`src/rtl/calcula_distancias.sv`:
```
// Sum-of-absolute-differences engine: compares a frame of samples against 10 digit
// templates from a 1-cycle-latency ROM and publishes per-digit distances with a done pulse.
module calcula_distancias #(
    parameter int N_ELEM = 64,
    parameter int DATA_W = 8,
    parameter int ACC_W  = 16,
    parameter int ADDR_W = 6
) (
    input  logic                 clock,
    input  logic                 reset,
    input  logic                 inicio,
    input  logic [DATA_W-1:0]    amostra,
    input  logic                 amostra_valida,
    output logic                 amostra_pronta,
    output logic [ADDR_W-1:0]    template_addr,
    input  logic [10*DATA_W-1:0] template_dados,
    output logic [10*ACC_W-1:0]  diferencas,
    output logic                 pronto,
    output logic                 ocupado
);

    typedef enum logic [1:0] {IDLE, ACUMULA, DRENA, FIM} estado_t;

    localparam logic [ADDR_W-1:0] ULTIMO = ADDR_W'(N_ELEM - 1);

    estado_t              state_q, state_d;
    logic [ADDR_W-1:0]    cnt_q, cnt_d;
    logic [DATA_W-1:0]    amostra_q, amostra_d;
    logic                 pv_q, pv_d;
    logic [ACC_W-1:0]     acc_q [10];
    logic [ACC_W-1:0]     acc_d [10];
    logic [10*ACC_W-1:0]  dif_q, dif_d;
    logic                 pronto_q, pronto_d;

    // Saturating accumulate of |a - b|; the difference is zero-extended before the add.
    function automatic logic [ACC_W-1:0] soma_sat(input logic [ACC_W-1:0] acc,
                                                   input logic [DATA_W-1:0] a,
                                                   input logic [DATA_W-1:0] b);
        logic [DATA_W-1:0] d;
        logic [ACC_W:0]    s;
        d = (a > b) ? (a - b) : (b - a);
        s = {1'b0, acc} + (ACC_W + 1)'(d);
        return s[ACC_W] ? '1 : s[ACC_W-1:0];
    endfunction

    assign template_addr  = cnt_q;
    assign amostra_pronta = (state_q == ACUMULA);
    assign ocupado        = (state_q != IDLE);
    assign diferencas     = dif_q;
    assign pronto         = pronto_q;

    always_comb begin
        state_d   = state_q;
        cnt_d     = cnt_q;
        amostra_d = amostra_q;
        pv_d      = 1'b0;
        acc_d     = acc_q;
        dif_d     = dif_q;
        pronto_d  = 1'b0;

        // Second pipeline stage: ROM data for the element accepted last edge is now valid.
        if (pv_q && (state_q == ACUMULA || state_q == DRENA)) begin
            for (int unsigned k = 0; k < 10; k++) begin
                acc_d[k] = soma_sat(acc_q[k], amostra_q, template_dados[k*DATA_W +: DATA_W]);
            end
        end

        case (state_q)
            IDLE: begin
                if (inicio) begin
                    for (int unsigned k = 0; k < 10; k++) begin
                        acc_d[k] = '0;
                    end
                    cnt_d   = '0;
                    state_d = ACUMULA;
                end
            end
            ACUMULA: begin
                if (amostra_valida) begin
                    amostra_d = amostra;
                    pv_d      = 1'b1;
                    if (cnt_q == ULTIMO) begin
                        state_d = DRENA;
                    end else begin
                        cnt_d = cnt_q + 1'b1;
                    end
                end
            end
            DRENA: begin
                state_d = FIM;
            end
            FIM: begin
                for (int unsigned k = 0; k < 10; k++) begin
                    dif_d[k*ACC_W +: ACC_W] = acc_q[k];
                end
                pronto_d = 1'b1;
                state_d  = IDLE;
            end
            default: begin
                state_d = IDLE;
            end
        endcase
    end

    always_ff @(posedge clock) begin
        if (reset) begin
            state_q   <= IDLE;
            cnt_q     <= '0;
            amostra_q <= '0;
            pv_q      <= 1'b0;
            for (int unsigned k = 0; k < 10; k++) begin
                acc_q[k] <= '0;
            end
            dif_q     <= '0;
            pronto_q  <= 1'b0;
        end else begin
            state_q   <= state_d;
            cnt_q     <= cnt_d;
            amostra_q <= amostra_d;
            pv_q      <= pv_d;
            for (int unsigned k = 0; k < 10; k++) begin
                acc_q[k] <= acc_d[k];
            end
            dif_q     <= dif_d;
            pronto_q  <= pronto_d;
        end
    end

endmodule

```
`config.mk`:
```
export PLATFORM = sky130hd
export DESIGN_NAME = calcula_distancias
export DESIGN_NICKNAME = d
export VERILOG_FILES = /design/src/rtl/calcula_distancias.sv
export SDC_FILE = /design/constraint.sdc
export NUM_CORES = 1
export LEC_CHECK = 0
export CAP_MARGIN = 20
export CELL_PAD_IN_SITES_DETAIL_PLACEMENT = 2
export CELL_PAD_IN_SITES_GLOBAL_PLACEMENT = 2
export CORE_UTILIZATION = 25
export DETAILED_ROUTE_END_ITERATION = 8
export GPL_ROUTABILITY_DRIVEN = 0
export PLACE_DENSITY = 0.64
export RECOVER_POWER = 100
export SYNTH_ARGS = -nofsm -noshare
export SYNTH_HDL_FRONTEND = slang
export SYNTH_SLANG_ARGS = --single-unit
```
`constraint.sdc`:
```
create_clock -name clock -period 4.8 [get_ports clock]
set_clock_uncertainty 0.2 [all_clocks]
set_input_delay 1.44 -clock clock [delete_from_list [all_inputs] [get_ports clock]]
set_output_delay 1.44 -clock clock [all_outputs]
set_load 0.02 [all_outputs]
```
**After elaboration in Yosys (flattened, before gate mapping)**

Index checks and enable logic that the tools add are counted.

- Register bits after elaboration: 338
- Output and inout bits: 169
- Bits in latches: 0
- RAM bits: 0
- Memory bits (read-only): 0
- Input port bits: 92
- Memories kept: 0
- Word-level logic and storage cells: 108

- Divide/modulo/power cells: 0
- $lt $le $gt $ge: 10
- Mux-type cells: 33
- Bitwise operators: 1
- Reduce and logical (&&, ||, !) cells: 9
- Equality and inequality tests: 8
- Add/subtract/negate cells: 31
- Shift-type cells: 0
- Multiply operators: 0

Operator list:

| cell | number |
|---|---|
| two-way mux 160 bit | 3 |
| adder 16 x 8 -> 17 bit | 10 |
| two-way mux 16 bit | 10 |
| subtractor 8 bit | 20 |
| greater-than comparator 8 bit | 10 |
| two-way mux 8 bit | 10 |
| two-way mux 6 bit | 3 |
| case mux 6 bit (2 select lines) | 1 |
| case mux 2 bit (4 select lines) | 1 |
| adder 6 x 1 -> 6 bit, second input constant | 1 |
| equality test 6 bit, second input constant | 1 |
| two-way mux 2 bit | 3 |
| inequality test 2 bit, second input constant | 3 |
| equality test 2 bit, second input constant | 2 |
| AND reduction 4 bit | 1 |
| nonzero test 2 bit | 2 |
| AND reduction 3 bit | 1 |
| equality test 2 x 1 -> 1 bit, second input constant | 1 |
| logical NOT 2 bit | 1 |
| two-way mux 1 bit | 2 |
| inequality test 2 x 1 -> 1 bit, second input constant | 1 |
| AND reduction 2 bit | 1 |
| OR reduction 2 bit | 1 |
| logical AND 1 bit | 1 |
| other kinds (2) | 2 |

**Depth between registers and ports, before layout**

- Depth after elaboration: 7
- Mapped depth: 20
- Mapped depth without buffers: 19

**Least setup slack after synthesis**

OpenSTA, ideal clock, no wires.

- Path type: input-to-reg
- From: input port template_dados[37]
- To: register acc_q[81] (netlist name)
- Slack: -392 ps
- Library setup time: 144 ps
- Arrival time: 4848 ps
- Stages: 15
- Data required time: 4456 ps
- Cells stage by stage: inv_1 ha_1 nand4_1 or3_1 o21ai_4 mux2_1 a221oi_1 o21ai_1 xor2_1 ha_1 or4_1 o221ai_1 nor2_1 nor2_1 a221oi_1

- Word-level cells in the longest chain between the ends: 7
- Elaborated cells between the ends (all ways): 9
- Classes of those cells: 3 x add/sub; 1 x order compare; 5 x mux

RTL lines:

| what | line | source |
|---|---|---|
| start, declared | 16 | `input logic [10*DATA_W-1:0] template_dados,` |
| subtractor 8 bit / greater-than comparator 8 bit (equally long branches) | 41 | `d = (a > b) ? (a - b) : (b - a);` |
| two-way mux 8 bit (*) | 41 |  |
| adder 16 x 8 -> 17 bit (*) | 42 | `s = {1'b0, acc} + (ACC_W + 1)'(d);` |
| two-way mux 16 bit (*) | 43 | `return s[ACC_W] ? '1 : s[ACC_W-1:0];` |
| two-way mux 160 bit (*) | 62 | `if (pv_q && (state_q == ACUMULA \|\| state_q == DRENA)) begin` |
| two-way mux 160 bit | 70 | `if (inicio) begin` |
| two-way mux 160 bit (*) | 68 | `case (state_q)` |
| end signal, assigned by index | 122 | `acc_q[k] <= acc_d[k];` |
| end, declared | 30 | `logic [ACC_W-1:0] acc_q [10];` |

Every way passes the cells marked *; elsewhere a longest branch is shown, timed or not.
A chain may end at the register's enable or synchronous reset.

**Worst setup path in the final report**

Ends and elaborated chain as after synthesis.

==> impl_metrics.yaml <==
grt:
  track_usage: 0.201
  grt_pass1_wl_um: 142000
  overflow: 0
  grt_max_degree: 70
  grt_pass1_vias: 24500
  antenna_found_initial: 21
pwr:
  power_leakage_nw: 14.3
  seq_power_share: 0.252
  power.density_nw_per_um2: 357
  pwr-share-clk: 0.292
  netSwitchingFraction: 0.365
  pwr-share-comb: 0.456
  p_int_mw: 7.57
  power.switching_mw: 4.36
  peakVddDrop_uv: 230
timing:
  hold_viol: 0
  finalSetupViolations: 0
  period_share: 0.986
  setup_ws_ps: 66.3
  slew_headroom: -0.913
  tightest_slew_ps: 2870
  post-route-min-period_ps: 4730
  max_freq_mhz: 211
  drv_slew: 82
  rsz0062_at_grt: "yes"
drt:
  wl_um: 94200
  vias_per_cell: 4.93
  drc_errors: 0
  drtPass1Iterations: 6
  wl_per_cell_um: 21.1
  ant_nets: 0
  route.vias.total: 22000
  drtIter0Drc: 570
floorplanning:
  num_rows: 108
  dieArea_um2: 90000
  fp.dieH_um: 300
  io_pins: 261
  initial_core_util: 0.254
  core_um2: 87300
  die_w_um: 300
cells_and_area:
  area_growth_pct: 50.7
  fin_nets: 3648
  seq_area_um2: 6780
  fill_cells: 9534
  stdcell_count: 4473
  multi_input_area_um2: 16500
  layout-drive-gt1-share: 0.316
synthesis:
  syn_area_um2: 22200
  synth.yosys.seq_area_share: 0.305
  async_flop_share: 0
  avgSynthCellArea_um2: 8.67
  synth-edff-count: 0
  synth_seq_cells: 338
  ys.flop_type: "dfxtp_1"
  syn_inst: 2560
  ys_types: 79
  synthesis.nets: 2927
  synth_warnings: 0
critical_path:
  crit_path_end_kind: "flip-flop"
  cp_slowest_cell: "or4_4"
  path_delay_family: "simple AND/OR/NAND/NOR gates"
  arrival_ps: 4980
  cp_max_fo: 7
  worstPathRequired_ps: 5040
  worst_path_largest_cell_delay_ps: 500
  cp-start-kind: "input port"
  worst-path-buf-inv: 2
  path_class: "in2reg"
  cp_cell_sequence: "buf_4, inv_1, ha_4, nand4_1, or3_4, o21ai_4, mux2_4, a221oi_2, o21ai_1, xor2_1, ha_2, or4_4, o221ai_4, nor2_4, nor2_4, a221oi_2"
flow_run:
  cap_violations: 2
clocking:
  clockRootBuffer: "clkbuf_16"
  numCtsBuffers: 45
  worst_setup_hold_path_clk_slew_ps: 60
  clock-sinks: 338
  clk_latency_ps: 610
  cts_tree: "built"
  ctsHoldBuffers: 0
  clockBufferDepth: 3
  htreeDepth: 2
placed_design:
  numPortBuffers: 260
  detailedPlace.worstSlack_ps: -1240
  hpwlAfterDp_um: 70100
  dp_cells: 4321
worst_hold_path:
  hold_class: "reg2reg"
run_status:
  outcome: "finished, violations left"
  violations: "max-capacitance violations, max-slew violations"
per-layer routing:
layer,global-route usage,share of wire
met5,0,0.0020
met4,0.0538,0.024
met3,0.0385,0.046
met2,0.363,0.51
met1,0.240,0.42
cells in the mapped netlist, types with 4 or more instances:
library cell	count	area, um2
mux2_1	4	45.0
o21ai_0	133	666
nor2b_1	22	138
nor2_1	260	976
or4_1	7	52.6
dfxtp_1	338	6770
a32o_1	4	40.0
a31oi_1	31	194
nand2_1	105	394
and3_1	23	144
a41oi_1	4	35.0
o21ai_1	23	115
nand2b_1	18	113
mux2_2	23	259
o21bai_1	8	60.1
fa_1	30	601
clkbuf_1	58	218
o221ai_1	4	35.0
a211oi_1	26	195
a21oi_1	224	1120
and4_1	8	70.1
nand4_1	28	175
o221a_2	15	169
buf_1	20	75.1
a21boi_0	7	52.6
a311oi_1	9	78.8
nand3_1	49	245
o211ai_1	4	30.0
xor2_1	66	578
o21a_1	9	67.6
nor4_1	12	75.1
ha_1	245	3070
xnor2_1	69	604
or3_1	17	106
a21o_1	53	398
and2_1	25	156
o211a_1	7	70.1
nor3_1	63	315
buf_2	14	70.1
a221oi_1	16	140
a21boi_1	5	37.5
inv_1	202	758
mux2i_1	210	2100
kinds of logic after synthesis:
kind of cell | count (synthesis) | synth area share
muxes | 237 | 0.108
and+or+nand+nor | 654 | 0.140
xor gates and xnor gates | 135 | 0.0533
adders and majority gates | 275 | 0.165
buffers and inverters | 298 | 0.0520
AOI/OAI and AO/OA | 623 | 0.176
DFF | 338 | 0.305
tightest hold or removal path, stage by stage, from the launching register on:
cell and delay [ps]:
dfxtp_1 320, mux2i_1 60, nor2_1 70
flip-flops by register name, summed over array words and instances (netlist names):
signal / cells
state_q: 2
template_addr: 6
acc_q: 160
pv_q: 1
pronto: 1
amostra_q: 8
diferencas: 160
through the flow:
stage | total power, mW | setup TNS, ps | instance area [um2] | hold WS (ps) | utilization
after detailed placement | 7.91 | -156960 | 30100 | 284 | 0.345
after global routing | 12.6 | -1510 | 33400 | 317 | 0.383
after floorplan | 5.76 | -694 | 23000 | 261 | -
after global placement | 7.63 | -131730 | 30100 | 273 | 0.345
final | 11.9 | 0 | 33400 | 286 | 0.383
after CTS | 11.8 | -2.99 | 32600 | 298 | 0.373
cell usage in the layout, fill, tap and decap left out, types with 21 or more instances in the layout:
| cell type | count |
|---|---|
| buf_4 | 488 |
| dfxtp_1 | 330 |
| nor2_1 | 244 |
| mux2i_1 | 197 |
| a21oi_1 | 179 |
| ha_1 | 170 |
| dlygate4sd3_1 | 170 |
| inv_1 | 154 |
| o21ai_0 | 106 |
| nand2_1 | 99 |
| xnor2_1 | 66 |
| xor2_1 | 64 |
| ha_4 | 58 |
| a21o_1 | 52 |
| inv_2 | 45 |
| clkbuf_16 | 45 |
| nor3_1 | 43 |
| nand3_1 | 41 |
| a21oi_2 | 36 |
| o21ai_1 | 30 |
| clkbuf_2 | 30 |
| a31oi_1 | 29 |
| nand4_1 | 28 |
| and3_1 | 22 |
| nor2b_1 | 21 |
final cells by class:
| type | count | share of cell area |
|---|---|---|
| Timing Repair Buffer | 768 | 0.191 |
| Clock buffer | 66 | 0.0396 |
| Antenna cell | 3 | 0.000224 |
| Sequential cell | 338 | 0.203 |
| Clock inverter | 15 | 0.00554 |
| Multi-Input combinational cell | 1925 | 0.495 |
| Inverter | 203 | 0.0232 |
| Tap cell | 1155 | 0.0432 |
timing repair:
action                     4_1_cts  5_1_grt
resized for setup              268      268
setup endpoints to repair      160      154
setup buffers                   39       29
pin swaps                      128      171
gates cloned                     1        0
path summary, 6_finish.rpt:
kind	end	depth (start not counted)	slack, ps	start
min reg2reg	diferencas[50]	2	290	diferencas[50]
max reg2reg	acc_q[94]	17	220	amostra_q[2]
min	diferencas[50]	2	290	diferencas[50]
max	acc_q[81]	16	70	template_dados[37]
power groups by stage:
stage          sequential (mW)  clock, mW  combinational (mW)
2_1_floorplan             3.03          0                2.73
3_3_place_gp              3.07          0                4.57
3_5_place_dp              3.07          0                4.84
4_1_cts                   3.01       3.61                5.15
5_1_grt                   3.02       3.71                5.89
6_report                  3.01       3.48                5.44
Note: power is estimated with default switching activity, not from simulation.
